`src/rtl/tag_slot_scheduler_if.sv`:
```
// Handshake bundle between the subcarrier/tag-request side and the tag slot scheduler.
// The master drives requests and subcarriers; the slave (scheduler) drives the tag lanes.
interface tag_slot_scheduler_if #(
    parameter int unsigned NUM_TAGS = 3
);
    logic                en;
    logic [NUM_TAGS-1:0] tag_req;
    logic [NUM_TAGS-1:0] rate_sel;
    logic                sub_40;
    logic                sub_80;
    logic [NUM_TAGS-1:0] tag_out;
    logic [NUM_TAGS-1:0] tag_en;
    logic [2:0]          slot_idx;
    logic                frame_start;
    logic                busy;

    modport master (
        output en, tag_req, rate_sel, sub_40, sub_80,
        input  tag_out, tag_en, slot_idx, frame_start, busy
    );

    modport slave (
        input  en, tag_req, rate_sel, sub_40, sub_80,
        output tag_out, tag_en, slot_idx, frame_start, busy
    );
endinterface

```
`src/rtl/tag_slot_scheduler.sv`:
```
// Round-robin time-division scheduler: grants one requesting tag per slot, separated by
// all-off guard intervals, and gates that tag's selected subcarrier onto its lane.
module tag_slot_scheduler #(
    parameter int unsigned NUM_TAGS    = 3,
    parameter int unsigned TICK_DIV    = 12000,
    parameter int unsigned SLOT_TICKS  = 50,
    parameter int unsigned GUARD_TICKS = 2
) (
    input logic                 i_clk,
    input logic                 i_rst_n,
    tag_slot_scheduler_if.slave bus
);
    localparam int unsigned PreW = (TICK_DIV > 1) ? $clog2(TICK_DIV) : 1;

    typedef enum logic [1:0] {StIdle, StSelect, StGuard, StActive} state_e;

    state_e              r_state;
    logic [PreW-1:0]     r_pre_cnt;
    logic [15:0]         r_tick_cnt;
    logic [2:0]          r_last;
    logic                r_first;
    logic [2:0]          r_slot_idx;
    logic [NUM_TAGS-1:0] r_tag_en;
    logic [NUM_TAGS-1:0] r_tag_out;
    logic                r_frame_start;
    logic                r_busy;

    logic                  w_tick;
    logic [2*NUM_TAGS-1:0] w_req2;
    logic [NUM_TAGS-1:0]   w_rot;
    logic [3:0]            w_off;
    logic                  w_found;
    logic [2:0]            w_grant;
    logic                  w_wrap;
    logic [2:0]            w_sel_idx;
    logic [NUM_TAGS-1:0]   w_lane;
    logic                  w_rate;
    logic                  w_sub;

    assign w_tick = (r_pre_cnt == PreW'(TICK_DIV - 1));

    always_comb begin
        // Rotate requests so bit 0 is last+1; the lowest set bit is the next grant.
        w_req2 = {bus.tag_req, bus.tag_req};
        w_rot  = NUM_TAGS'(w_req2 >> ({1'b0, r_last} + 4'd1));
        w_off  = 4'd0;
        for (int p = NUM_TAGS - 1; p >= 0; p--) begin
            if (w_rot[p]) begin
                w_off = 4'(p);
            end
        end
        w_found = |w_rot;
        w_grant = 3'(({1'b0, r_last} + 4'd1 + w_off) % 4'(NUM_TAGS));
        w_wrap  = (w_grant <= r_last);
        // With no guard, ACTIVE is entered straight from SELECT using the fresh grant.
        w_sel_idx = (r_state == StSelect) ? w_grant : r_slot_idx;
        w_lane    = '0;
        w_rate    = 1'b0;
        for (int i = 0; i < NUM_TAGS; i++) begin
            if (3'(i) == w_sel_idx) begin
                w_lane[i] = 1'b1;
                w_rate    = bus.rate_sel[i];
            end
        end
        w_sub = w_rate ? bus.sub_80 : bus.sub_40;
    end

    always_ff @(posedge i_clk) begin
        if (!i_rst_n) begin
            r_state       <= StIdle;
            r_pre_cnt     <= '0;
            r_tick_cnt    <= '0;
            r_last        <= 3'(NUM_TAGS - 1);
            r_first       <= 1'b1;
            r_slot_idx    <= 3'(NUM_TAGS - 1);
            r_tag_en      <= '0;
            r_tag_out     <= '0;
            r_frame_start <= 1'b0;
            r_busy        <= 1'b0;
        end else begin
            r_pre_cnt     <= w_tick ? '0 : r_pre_cnt + 1'b1;
            r_frame_start <= 1'b0;
            unique case (r_state)
                StIdle: begin
                    r_tag_en  <= '0;
                    r_tag_out <= '0;
                    r_first   <= 1'b1;
                    r_busy    <= 1'b0;
                    if (bus.en && (|bus.tag_req)) begin
                        r_state <= StSelect;
                        r_busy  <= 1'b1;
                    end
                end
                StSelect: begin
                    r_pre_cnt  <= '0;
                    r_tick_cnt <= '0;
                    if (!bus.en || !w_found) begin
                        r_state <= StIdle;
                        r_busy  <= 1'b0;
                    end else begin
                        r_slot_idx    <= w_grant;
                        r_last        <= w_grant;
                        r_first       <= 1'b0;
                        r_frame_start <= r_first || w_wrap;
                        if (GUARD_TICKS == 0) begin
                            r_state   <= StActive;
                            r_tag_en  <= w_lane;
                            r_tag_out <= w_sub ? w_lane : '0;
                        end else begin
                            r_state <= StGuard;
                        end
                    end
                end
                StGuard: begin
                    if (!bus.en) begin
                        r_state <= StIdle;
                        r_busy  <= 1'b0;
                    end else if (w_tick && (r_tick_cnt == 16'(GUARD_TICKS - 1))) begin
                        r_state    <= StActive;
                        r_tick_cnt <= '0;
                        r_tag_en   <= w_lane;
                        r_tag_out  <= w_sub ? w_lane : '0;
                    end else if (w_tick) begin
                        r_tick_cnt <= r_tick_cnt + 16'd1;
                    end
                end
                StActive: begin
                    if (!bus.en) begin
                        r_state   <= StIdle;
                        r_busy    <= 1'b0;
                        r_tag_en  <= '0;
                        r_tag_out <= '0;
                    end else if (w_tick && (r_tick_cnt == 16'(SLOT_TICKS - 1))) begin
                        r_state    <= StSelect;
                        r_tick_cnt <= '0;
                        r_tag_en   <= '0;
                        r_tag_out  <= '0;
                    end else begin
                        r_tag_out <= w_sub ? w_lane : '0;
                        if (w_tick) begin
                            r_tick_cnt <= r_tick_cnt + 16'd1;
                        end
                    end
                end
                default: r_state <= StIdle;
            endcase
        end
    end

    assign bus.tag_en      = r_tag_en;
    assign bus.tag_out     = r_tag_out;
    assign bus.slot_idx    = r_slot_idx;
    assign bus.frame_start = r_frame_start;
    assign bus.busy        = r_busy;
endmodule

```
`src/flat_wrapper.sv`:
```
// flat-port wrapper written by rule: the top's interface ports become plain ports
module tag_slot_scheduler_flat 
#(
    parameter int unsigned NUM_TAGS    = 3,
    parameter int unsigned TICK_DIV    = 12000,
    parameter int unsigned SLOT_TICKS  = 50,
    parameter int unsigned GUARD_TICKS = 2
)
  (i_clk, i_rst_n, bus_en, bus_tag_req, bus_rate_sel, bus_sub_40, bus_sub_80, bus_tag_out, bus_tag_en, bus_slot_idx, bus_frame_start, bus_busy);
  tag_slot_scheduler_if #(.NUM_TAGS(NUM_TAGS)) bus_i ();
  input logic i_clk;
  input logic i_rst_n;
  input wire logic [$bits(bus_i.en)-1:0] bus_en;
  input wire logic [$bits(bus_i.tag_req)-1:0] bus_tag_req;
  input wire logic [$bits(bus_i.rate_sel)-1:0] bus_rate_sel;
  input wire logic [$bits(bus_i.sub_40)-1:0] bus_sub_40;
  input wire logic [$bits(bus_i.sub_80)-1:0] bus_sub_80;
  output wire logic [$bits(bus_i.tag_out)-1:0] bus_tag_out;
  output wire logic [$bits(bus_i.tag_en)-1:0] bus_tag_en;
  output wire logic [$bits(bus_i.slot_idx)-1:0] bus_slot_idx;
  output wire logic [$bits(bus_i.frame_start)-1:0] bus_frame_start;
  output wire logic [$bits(bus_i.busy)-1:0] bus_busy;
  assign bus_i.en = bus_en;
  assign bus_i.tag_req = bus_tag_req;
  assign bus_i.rate_sel = bus_rate_sel;
  assign bus_i.sub_40 = bus_sub_40;
  assign bus_i.sub_80 = bus_sub_80;
  assign bus_tag_out = bus_i.tag_out;
  assign bus_tag_en = bus_i.tag_en;
  assign bus_slot_idx = bus_i.slot_idx;
  assign bus_frame_start = bus_i.frame_start;
  assign bus_busy = bus_i.busy;
  tag_slot_scheduler #(.NUM_TAGS(NUM_TAGS), .TICK_DIV(TICK_DIV), .SLOT_TICKS(SLOT_TICKS), .GUARD_TICKS(GUARD_TICKS)) u_core (.i_clk(i_clk), .i_rst_n(i_rst_n), .bus(bus_i));
endmodule
```
`config.mk`:
```
export PLATFORM = sky130hd
export DESIGN_NAME = tag_slot_scheduler_flat
export DESIGN_NICKNAME = d
export VERILOG_FILES = /design/src/rtl/tag_slot_scheduler_if.sv /design/src/rtl/tag_slot_scheduler.sv /design/src/flat_wrapper.sv
export SDC_FILE = /design/constraint.sdc
export NUM_CORES = 1
export LEC_CHECK = 0
export ABC_CLOCK_PERIOD_IN_PS = 7800
export BUFFER_PORTS_ARGS = -buffer_cell sky130_fd_sc_hd__buf_2
export CORE_MARGIN = 5
export CORE_UTILIZATION = 63
export DETAILED_ROUTE_END_ITERATION = 8
export GPL_TIMING_DRIVEN = 0
export HOLD_SLACK_MARGIN = 0.12
export PLACE_DENSITY_LB_ADDON = 0.08
export SLEW_MARGIN = 10
export SYNTH_ARGS = -nofsm -noshare
export SYNTH_HDL_FRONTEND = slang
export SYNTH_SLANG_ARGS = --single-unit
export TNS_END_PERCENT = 30
```
`constraint.sdc`:
```
create_clock -name i_clk -period 7.8 [get_ports i_clk]
set_clock_uncertainty 0.05 [all_clocks]
set_input_delay 0.39 -clock i_clk [delete_from_list [all_inputs] [get_ports i_clk]]
set_output_delay 0.39 -clock i_clk [all_outputs]
set_load 0.01 [all_outputs]
```
==> impl_metrics.yaml, run 1 <==
place:
  gp_congestion: 0.8940
  hpwl_um: 4821
  port_buffers: 21
cells_and_area:
  layout_commonest_cell: "nor2_1"
  final_core_util_pct: 72.30
  synthToLayoutAreaGrowth_pct: 9.744
  num_antenna_cells: 0
  num-fill-cells: 355
  final_nets: 416
  multi_input_area_um2: 1867
  drive_above_1_share_pct: 15.23
  seqCellArea_um2: 880.8
  mostFrequentLayoutCells: "nor2_1 (46), nand2_1 (44), dfxtp_1 (44)"
clock_network:
  cts_root_buffer: "clkbuf_8"
  clock_sinks: 44
  hold_buffers: 0
  ctsResizeCount: 0
  clock_path_buffers: 2
  cts_buffers: 5
  clock_latency_ns: 0.30
  cts_setup_buffers: 0
  cts_tree: "done"
  clk_pin_slew_ns: 0.09
  h-tree-depth: 2
sta:
  finalSetupViolCount: 0
  timing.hold.ws_ns: 0.3338
  drv_slew: 0
  tightest_slew_ns: 0.5843
  report.final.hold_viol_count: 0
  rsz0062_at_grt: "no"
  post-route-period-util_pct: 74.71
  fin_crit_ns: 5.827
  fmax_mhz: 171.6
  tns_ns: 0
  slew_headroom_pct: 60.96
floorplan:
  die-area_um2: 6111
  ios: 22
  die_h_um: 78.17
  die_width_um: 78.17
  coreArea_um2: 4444
  start_util_pct: 65.88
  num_rows: 24
detailed_routing:
  drtPass1Iterations: 5
  vias_per_cell: 6.101
  dr_total_vias: 2721
  final_antenna_net_count: 0
  drt-initial-drc-count: 231
  drc: 0
  wl_per_cell_um: 14.49
  routed_wl_um: 6463
logic_synthesis:
  synth-main-ff-cell: "dfxtp_1"
  syn-num-nets: 388
  ys_async_sr_fraction_pct: 0
  seq_area_frac_synth_pct: 30.09
  synth_cells: 365
  syn_area_um2: 2928
  syn_area_per_cell_um2: 8.021
  synth-seq-cells: 44
  yosysWarnings: 0
  synth_edf_count: 0
  yosysUniqueCellTypes: 73
global_route:
  antenna_found_initial: 0
  grt_pass1_vias: 2443
  grt_max_degree: 16
  gr-total-overflow: 0
  grt_pass1_wl_um: 11090
  grt_usage_pct: 21.91
critical_path:
  cp.arrival_ns: 5.98
  crit_path_start_kind: "flip-flop"
  cp_max_fo: 8
  cp-end-kind: "flip-flop"
  required_ns: 7.95
  critical_path_class: "reg2reg"
power:
  peakVddDrop_v: 0.0001471
  finalPower_mw: 0.5804
  leakagePower_nw: 1.257
  cellPowerDensity_nw_per_um2: 180.6
worst_hold_path:
  hp-class: "in2reg"
status:
  status: "finished clean"
run:
  drv_cap: 0
[synthesized netlist by cell type (all sizes together) (5+ instances only)]
| library cell | instances | area [um2] |
|---|---|---|
| nor2 | 46 | 172.7 |
| dfxtp | 44 | 880.8 |
| nand2 | 44 | 165.2 |
| a21oi | 22 | 121.4 |
| inv | 18 | 67.56 |
| nor3 | 14 | 70.07 |
| o21ai | 14 | 70.06 |
| nand3 | 12 | 60.06 |
| ha | 11 | 137.6 |
| xor2 | 9 | 78.83 |
| nor4 | 7 | 73.82 |
| and3 | 6 | 38.79 |
| buf | 6 | 57.55 |
| clkbuf | 6 | 22.52 |
| nand2b | 6 | 40.04 |
| nand4 | 6 | 37.54 |
| a21o | 5 | 37.54 |
| a311oi | 5 | 43.79 |
| a31oi | 5 | 31.28 |
| o211ai | 5 | 37.54 |
| xnor2 | 5 | 43.79 |
[logic make-up after synthesis]
kind of cell / count (synthesis) / share of synthesized area, %
AO/OA/AOI/OAI: 86 / 21.24
XOR/XNOR: 14 / 4.188
adder cells (fa/ha/maj): 12 / 5.385
buffers and inverters: 31 / 6.153
flip-flops: 44 / 30.09
multiplexers: 3 / 1.196
AND/OR/NAND/NOR: 175 / 31.75
[registers in the layout (all words and copies together), names as in the netlist]
register                count
u_core.bus.tag_en           3
u_core.r_pre_cnt           14
u_core.r_first              1
u_core.r_last               3
u_core.bus.tag_out          3
u_core.bus.busy             1
u_core.bus.frame_start      1
u_core.r_state              2
u_core.r_tick_cnt          16
[final timing paths]
path                                     startpoint                     to  slack, ns  cells after the start
worst max register to register     u_core.r_last[1]  u_core.bus.tag_out[1]       1.97                     23
worst max-delay path               u_core.r_last[1]  u_core.bus.tag_out[1]       1.97                     23
worst min-delay path                     bus_sub_40  u_core.bus.tag_out[0]       0.33                      3
worst min register to register  u_core.r_pre_cnt[0]    u_core.r_pre_cnt[0]       0.42                      1
[worst max-delay path, stage by stage, from the launching register on]
cell     delay (ns)
dfxtp_1        0.48
inv_1          0.18
or4_1          0.55
nand2_1        0.07
nand2_1        0.08
inv_1          0.07
ha_1           0.21
nor2b_1        0.16
or3b_1         0.45
nand2_1        0.10
ha_1           0.13
inv_1          0.04
ha_1           0.25
xor2_1         0.17
nand2_1        0.08
a21oi_1        0.08
ha_1           0.26
or3b_2         0.49
o31ai_1        0.36
nor3_1         0.15
o31ai_2        0.43
mux2_4         0.35
a21o_1         0.22
a221o_1        0.29
[per-stage QoR]
stage               cells  instance area, um2  worst slack (ns)
floorplan             365                2928             2.448
global placement      438                3098             2.064
detailed placement    438                3098             1.974
CTS                   446                3213             1.973
global route          446                3213             1.668
finish                446                3213             1.973
[final cells by class]
type / instances / share of cell area [%]
buffer: 13 / 3.505
clock buffer: 5 / 2.142
clock inverter: 3 / 1.441
inverter: 18 / 2.103
multi-input combinational: 290 / 58.10
sequential: 44 / 27.41
tap: 52 / 2.025
timing repair buffer: 21 / 3.271
[report_power, final]
| group | internal [mW] | switching, mW |
|---|---|---|
| Sequential | 0.228 | 0.00332 |
| Combinational | 0.0697 | 0.0994 |
| Clock | 0.0965 | 0.0837 |
| Total | 0.394 | 0.186 |
[per-layer routing]
layer / up-vias / track usage [%] / part of all wire, %
met1: 1260 / 29.60 / 47
met5: - / 0 / 0
met3: 11 / 3.776 / 5.1
li1: 1376 / - / -
met2: 74 / 35.79 / 46
met4: 0 / 6.818 / 1.3
No activity file was read; power rests on OpenSTA's default activity.
==> run 2, diff against run 1 <==
--- a/config.mk
+++ b/config.mk
@@ -5,10 +5,10 @@
 export SDC_FILE = /design/constraint.sdc
 export NUM_CORES = 1
 export LEC_CHECK = 0
-export ABC_CLOCK_PERIOD_IN_PS = 7800
+export ABC_CLOCK_PERIOD_IN_PS = 5100
 export BUFFER_PORTS_ARGS = -buffer_cell sky130_fd_sc_hd__buf_2
 export CORE_MARGIN = 5
-export CORE_UTILIZATION = 63
+export CORE_UTILIZATION = 55
 export DETAILED_ROUTE_END_ITERATION = 8
 export GPL_TIMING_DRIVEN = 0
 export HOLD_SLACK_MARGIN = 0.12
==> constraint.sdc (replaced) <==
create_clock -name i_clk -period 5.1 [get_ports i_clk]
set_clock_uncertainty 0.05 [all_clocks]
set_input_delay 0.255 -clock i_clk [delete_from_list [all_inputs] [get_ports i_clk]]
set_output_delay 0.255 -clock i_clk [all_outputs]
set_load 0.01 [all_outputs]
==> run 2 against run 1 <==
Sequential share of layout area is 1.3 points lower. First-iteration DRC count is 24% lower. Highest routed layer unchanged. Design area is 5.5% higher. Register-to-register slack worse by 1.8 ns. Core utilization is 6.4 points lower. Hold slack worse by 0.15 ns. Wire length is 3.5% higher. Clock power is 47% higher. Total power is 66% higher. Count of clock-buffer cells in the layout is 1 higher. Critical endpoint unchanged. Via count is 1.8% higher. Global-route usage is 2.5 points lower.
==> impl_metrics.yaml, run 2 (same netlist as run 1, synthesis figures left out) <==
critical_path:
  cp_top_family: "simple AND/OR/NAND/NOR gates"
  cpPeakStageDelay_ns: 0.53
  worst_path_most_repeated_cell: "nand2_1"
  crit_path_start_kind: "flip-flop"
  cp_max_fo: 8
  worst-path-buf-inv: 3
  crit_path_cell_trace: "inv_2 -> or4_1 -> nand2_1 -> nand2_2 -> inv_1 -> ha_1 -> nor2b_2 -> or3b_4 -> nand2_1 -> ha_1 -> inv_1 -> ha_4 -> xor2_1 -> nand2_1 -> a21oi_4 -> ha_4 -> or3b_4 -> a21o_1 -> o31ai_4 -> nor3_4 -> o31ai_4 -> mux2_4 -> a21o_1 -> a221o_1"
  critical_path_class: "reg2reg"
  required_ns: 5.24
  cp.arrival_ns: 5.10
  slowest_stage: "or4_1"
  cp-end-kind: "flip-flop"
sta:
  fmax_mhz: 201.8
  finalSetupViolCount: 0
  report.final.hold_viol_count: 0
  slew_headroom_pct: 56.82
  post-route-period-util_pct: 97.16
  fin_crit_ns: 4.955
  setup_ws_ns: 0.1450
  drv_slew: 0
  tightest_slew_ns: 0.6464
power:
  finalPower_mw: 0.9630
  cellPowerDensity_nw_per_um2: 284.1
  leakagePower_nw: 1.310
  peakVddDrop_v: 0.0001448
clock_network:
  cts_buffers: 5
  clock_sinks: 44
  h-tree-depth: 2
  cts_root_buffer: "clkbuf_8"
  clock_path_buffers: 2
  hold_buffers: 0
  cts_tree: "done"
  clock_latency_ns: 0.30
  clk_pin_slew_ns: 0.08
floorplan:
  die-area_um2: 6882
  coreArea_um2: 5140
  num_rows: 26
  start_util_pct: 56.96
  ios: 22
  die_h_um: 82.96
  die_width_um: 82.96
global_route:
  grt_pass1_vias: 2580
  grt_pass1_wl_um: 11450
  antenna_found_initial: 0
  grt_max_degree: 14
  grt_usage_pct: 19.42
  gr-total-overflow: 0
place:
  place_ws_ns: -0.4208
  port_buffers: 21
  hpwl_um: 4891
  gp_congestion: 0.8155
detailed_routing:
  wl_per_cell_um: 14.17
  routed_wl_um: 6690
  drt-initial-drc-count: 176
  dr_total_vias: 2770
  drc: 0
  drtPass1Iterations: 4
  vias_per_cell: 5.869
  final_antenna_net_count: 0
cells_and_area:
  layout_commonest_cell: "nor2_1"
  mostFrequentLayoutCells: "nor2_1 (46), nand2_1 (42), dfxtp_1 (42)"
  synthToLayoutAreaGrowth_pct: 15.77
  regMostFlops: "u_core.r_tick_cnt"
  reg_top3: "u_core.r_tick_cnt: 16 flops, u_core.r_pre_cnt: 14 flops"
  drive_above_1_share_pct: 20.65
  final_nets: 424
  largest_reg_flops: 16
  num_antenna_cells: 0
status:
  status: "finished clean"
worst_hold_path:
  hp-class: "in2reg"
run:
  drv_cap: 0
[run 2: changes by cell type in the layout (fill, tap and decap cells not counted), sizes merged]
cell,change
inv,-1
buf,+8
clkinv,+1
clkbuf,+1
clkinvlp,-1
[run 2: final cells by class]
cell class | count | area, um2
timing repair buffer | 29 | 165.2
clock inverter | 2 | 35.03
multi-input combinational | 290 | 1961
buffer | 13 | 112.6
fill | 466 | 1750
tap | 70 | 87.58
inverter | 18 | 70.07
clock buffer | 6 | 72.57
sequential | 44 | 885.9
[run 2: power breakdown]
group          internal, mW  total, mW  switching, mW
Combinational         0.156      0.345          0.189
Sequential            0.348      0.353        0.00481
Clock                 0.145      0.265          0.120
[run 2: timing repair]
action / CTS / global route
cloned: 0 / 0
buffers inserted: 6 / 2
gates resized for setup: 13 / 8
endpoints found under the setup margin: 4 / 4
hold endpoints to repair: 0 / 0
pin swaps: 6 / 7
[run 2: worst register-to-register path: cells and delay by family (launching register included)]
family	cells	cell delay, ns
compound gates	6	1.10
xor+xnor	1	0.14
fa+ha+maj	4	0.68
buf+inv	3	0.20
flops	1	0.40
mux	1	0.34
simple gates	9	1.95
[run 2: routing by layer]
metal	GRT usage (%)	share of wire, %	vias to the layer above
met3	3.960	4.3	13
met1	24.91	46	1299
met2	31.27	48	59
met4	8.767	2.0	0
met5	0	0	-
li1	-	-	1399
[run 2: final timing paths]
path / from / endpoint / slack, ns / depth (start not counted)
max: u_core.r_last[1] / u_core.bus.tag_out[1] / 0.15 / 24
min: i_rst_n / u_core.r_last[1] / 0.19 / 2
max reg2reg: u_core.r_last[1] / u_core.bus.tag_out[1] / 0.15 / 24
min reg2reg: u_core.r_pre_cnt[0] / u_core.r_pre_cnt[0] / 0.43 / 1
[run 2: through the flow]
step	hold slack (ns)	util [%]	TNS [ns]	area (um2)	instances
6_report	0.1877	65.94	0	3390	472
2_1_floorplan	0.2961	-	0	2942	365
3_5_place_dp	0.4135	60.98	-1.324	3134	456
5_1_grt	0.1846	65.94	-0.2722	3390	472
4_1_cts	0.1845	64.87	0	3334	470
3_3_place_gp	0.3975	60.98	-0.8779	3134	456
==> run 3, diff against run 2 <==
--- a/config.mk
+++ b/config.mk
@@ -8,7 +8,7 @@
 export ABC_CLOCK_PERIOD_IN_PS = 5100
 export BUFFER_PORTS_ARGS = -buffer_cell sky130_fd_sc_hd__buf_2
 export CORE_MARGIN = 5
-export CORE_UTILIZATION = 55
+export CORE_UTILIZATION = 40
 export DETAILED_ROUTE_END_ITERATION = 8
 export GPL_TIMING_DRIVEN = 0
 export HOLD_SLACK_MARGIN = 0.12
==> run 3 against run 2 <==
Non-clock buffer count fell by 1. First-iteration DRC count decreased by 36%. Core utilization is 18 points lower. Wire length rose by 7.6%. Critical path depth rose by 2. Count of clock-buffer cells in the layout grew 1. Clock power decreased by 13%. Global-route usage decreased by 2.7 points. Register-to-register slack improved by 0.04 ns. Critical path type unchanged. Critical endpoint unchanged. Highest routed layer unchanged.
==> impl_metrics.yaml, run 3 (same netlist as run 1, synthesis figures left out) <==
status:
  status: "finished clean"
cells_and_area:
  synthToLayoutAreaGrowth_pct: 16.62
  drive_above_1_share_pct: 20.70
  mostFrequentLayoutCells: "nor2_1 (46), nand2_1 (42), dfxtp_1 (42)"
  stdcell_count: 500
  reg_top3: "u_core.r_tick_cnt: 16 flops, u_core.r_pre_cnt: 14 flops"
  final_nets: 423
  regMostFlops: "u_core.r_tick_cnt"
  largest_reg_flops: 16
  layout_commonest_cell: "nor2_1"
  num-fill-cells: 758
  num_antenna_cells: 0
clock_network:
  hold_buffers: 0
  cts_root_buffer: "clkbuf_8"
  clock_sinks: 44
  clock_path_buffers: 2
  cts_buffers: 5
  h-tree-depth: 2
  cts_tree: "done"
  clk_pin_slew_ns: 0.09
  clock_latency_ns: 0.30
global_route:
  grt_pass1_vias: 2561
  grt_max_degree: 14
  gr-total-overflow: 0
  antenna_found_initial: 0
  grt_usage_pct: 16.67
  grt_pass1_wl_um: 12260
detailed_routing:
  drtPass1Iterations: 4
  drt-initial-drc-count: 113
  wl_per_cell_um: 14.39
  dr_total_vias: 2711
  final_antenna_net_count: 0
  vias_per_cell: 5.422
  routed_wl_um: 7197
  drc: 0
sta:
  finalSetupViolCount: 0
  fmax_mhz: 203.6
  tns_ns: 0
  drv_slew: 0
  setup_ws_ns: 0.1882
  post-route-period-util_pct: 96.31
  report.final.hold_viol_count: 0
  fin_crit_ns: 4.912
  slew_headroom_pct: 54.06
  tightest_slew_ns: 0.6877
floorplan:
  start_util_pct: 40.80
  die-area_um2: 9131
  coreArea_um2: 7176
  die_width_um: 95.56
  num_rows: 31
  die_h_um: 95.56
  ios: 22
worst_hold_path:
  hp-class: "in2reg"
run:
  drv_cap: 0
power:
  peakVddDrop_v: 0.0001104
  leakagePower_nw: 1.291
  cellPowerDensity_nw_per_um2: 268.4
critical_path:
  cp.arrival_ns: 5.05
  cp-end-kind: "flip-flop"
  cp_max_fo: 8
  slowest_stage: "or4_1"
  worst_path_most_repeated_cell: "nand2_1"
  crit_path_start_kind: "flip-flop"
  cpPeakStageDelay_ns: 0.39
  critical_path_class: "reg2reg"
  ff2ff_setup_slack_ns: 0.19
  required_ns: 5.24
place:
  port_buffers: 21
  gp_congestion: 0.8299
  place_ws_ns: -0.3680
  hpwl_um: 5198
  dp_cells: 485
-- run 3: through the flow --
stage               hold WS (ns)  total power, mW  area (um2)  utilization, %
finish                    0.2038           0.9166        3415           47.59
global route              0.2119           0.9788        3415           47.59
CTS                       0.2007           0.8959        3342           46.57
detailed placement        0.4075           0.6263        3171           44.18
global placement          0.3883           0.6230        3171           44.18
floorplan                 0.2961           0.5676        2942               -
-- run 3: final cells by class --
type | count | area (um2) | share of cell area, %
repair buffers | 28 | 157.7 | 4.617
multi-input cells | 290 | 1967 | 57.60
clock inverters | 1 | 7.507 | 0.2199
flip-flops and latches | 44 | 885.9 | 25.94
well taps | 99 | 123.9 | 3.628
plain buffers | 13 | 112.6 | 3.298
clock buffers | 7 | 86.33 | 2.528
inverters | 18 | 73.82 | 2.162
-- run 3: metal layers --
layer / track usage (%) / vias up / part of all wire (%)
li1: - / 1394 / -
met1: 21.45 / 1278 / 47
met2: 29.24 / 34 / 49
met3: 2.368 / 5 / 3.1
met4: 3.910 / 0 / 0.97
met5: 0 / - / 0
-- run 3: timing repair --
action	in CTS	in global routing
endpoints found under the setup margin	5	4
hold endpoints to repair	0	0
resized for setup	13	9
setup buffers	4	3
pin swaps	5	7
-- run 3: critical path: cells and delay by family (launching register included) --
family                     cells  cell delay (ns)
muxes                          1             0.35
and+or+nand+nor               10             1.82
AOI/OAI and AO/OA              6             1.07
DFF                            1             0.34
xor gates and xnor gates       1             0.14
buffers and inverters          4             0.32
adders and majority gates      4             0.72
-- run 3: worst paths after layout --
path	from	end	cells past startpoint
max reg2reg	u_core.r_last[0]	u_core.bus.tag_out[1]	26
max	u_core.r_last[0]	u_core.bus.tag_out[1]	26
min	i_rst_n	u_core.r_last[1]	2
min reg2reg	u_core.bus.busy	u_core.bus.busy	2
-- run 3: where the power goes --
group	switching, mW	internal (mW)
Combinational	0.184	0.149
Sequential	0.00465	0.348
Clock	0.121	0.110
Total	0.309	0.607
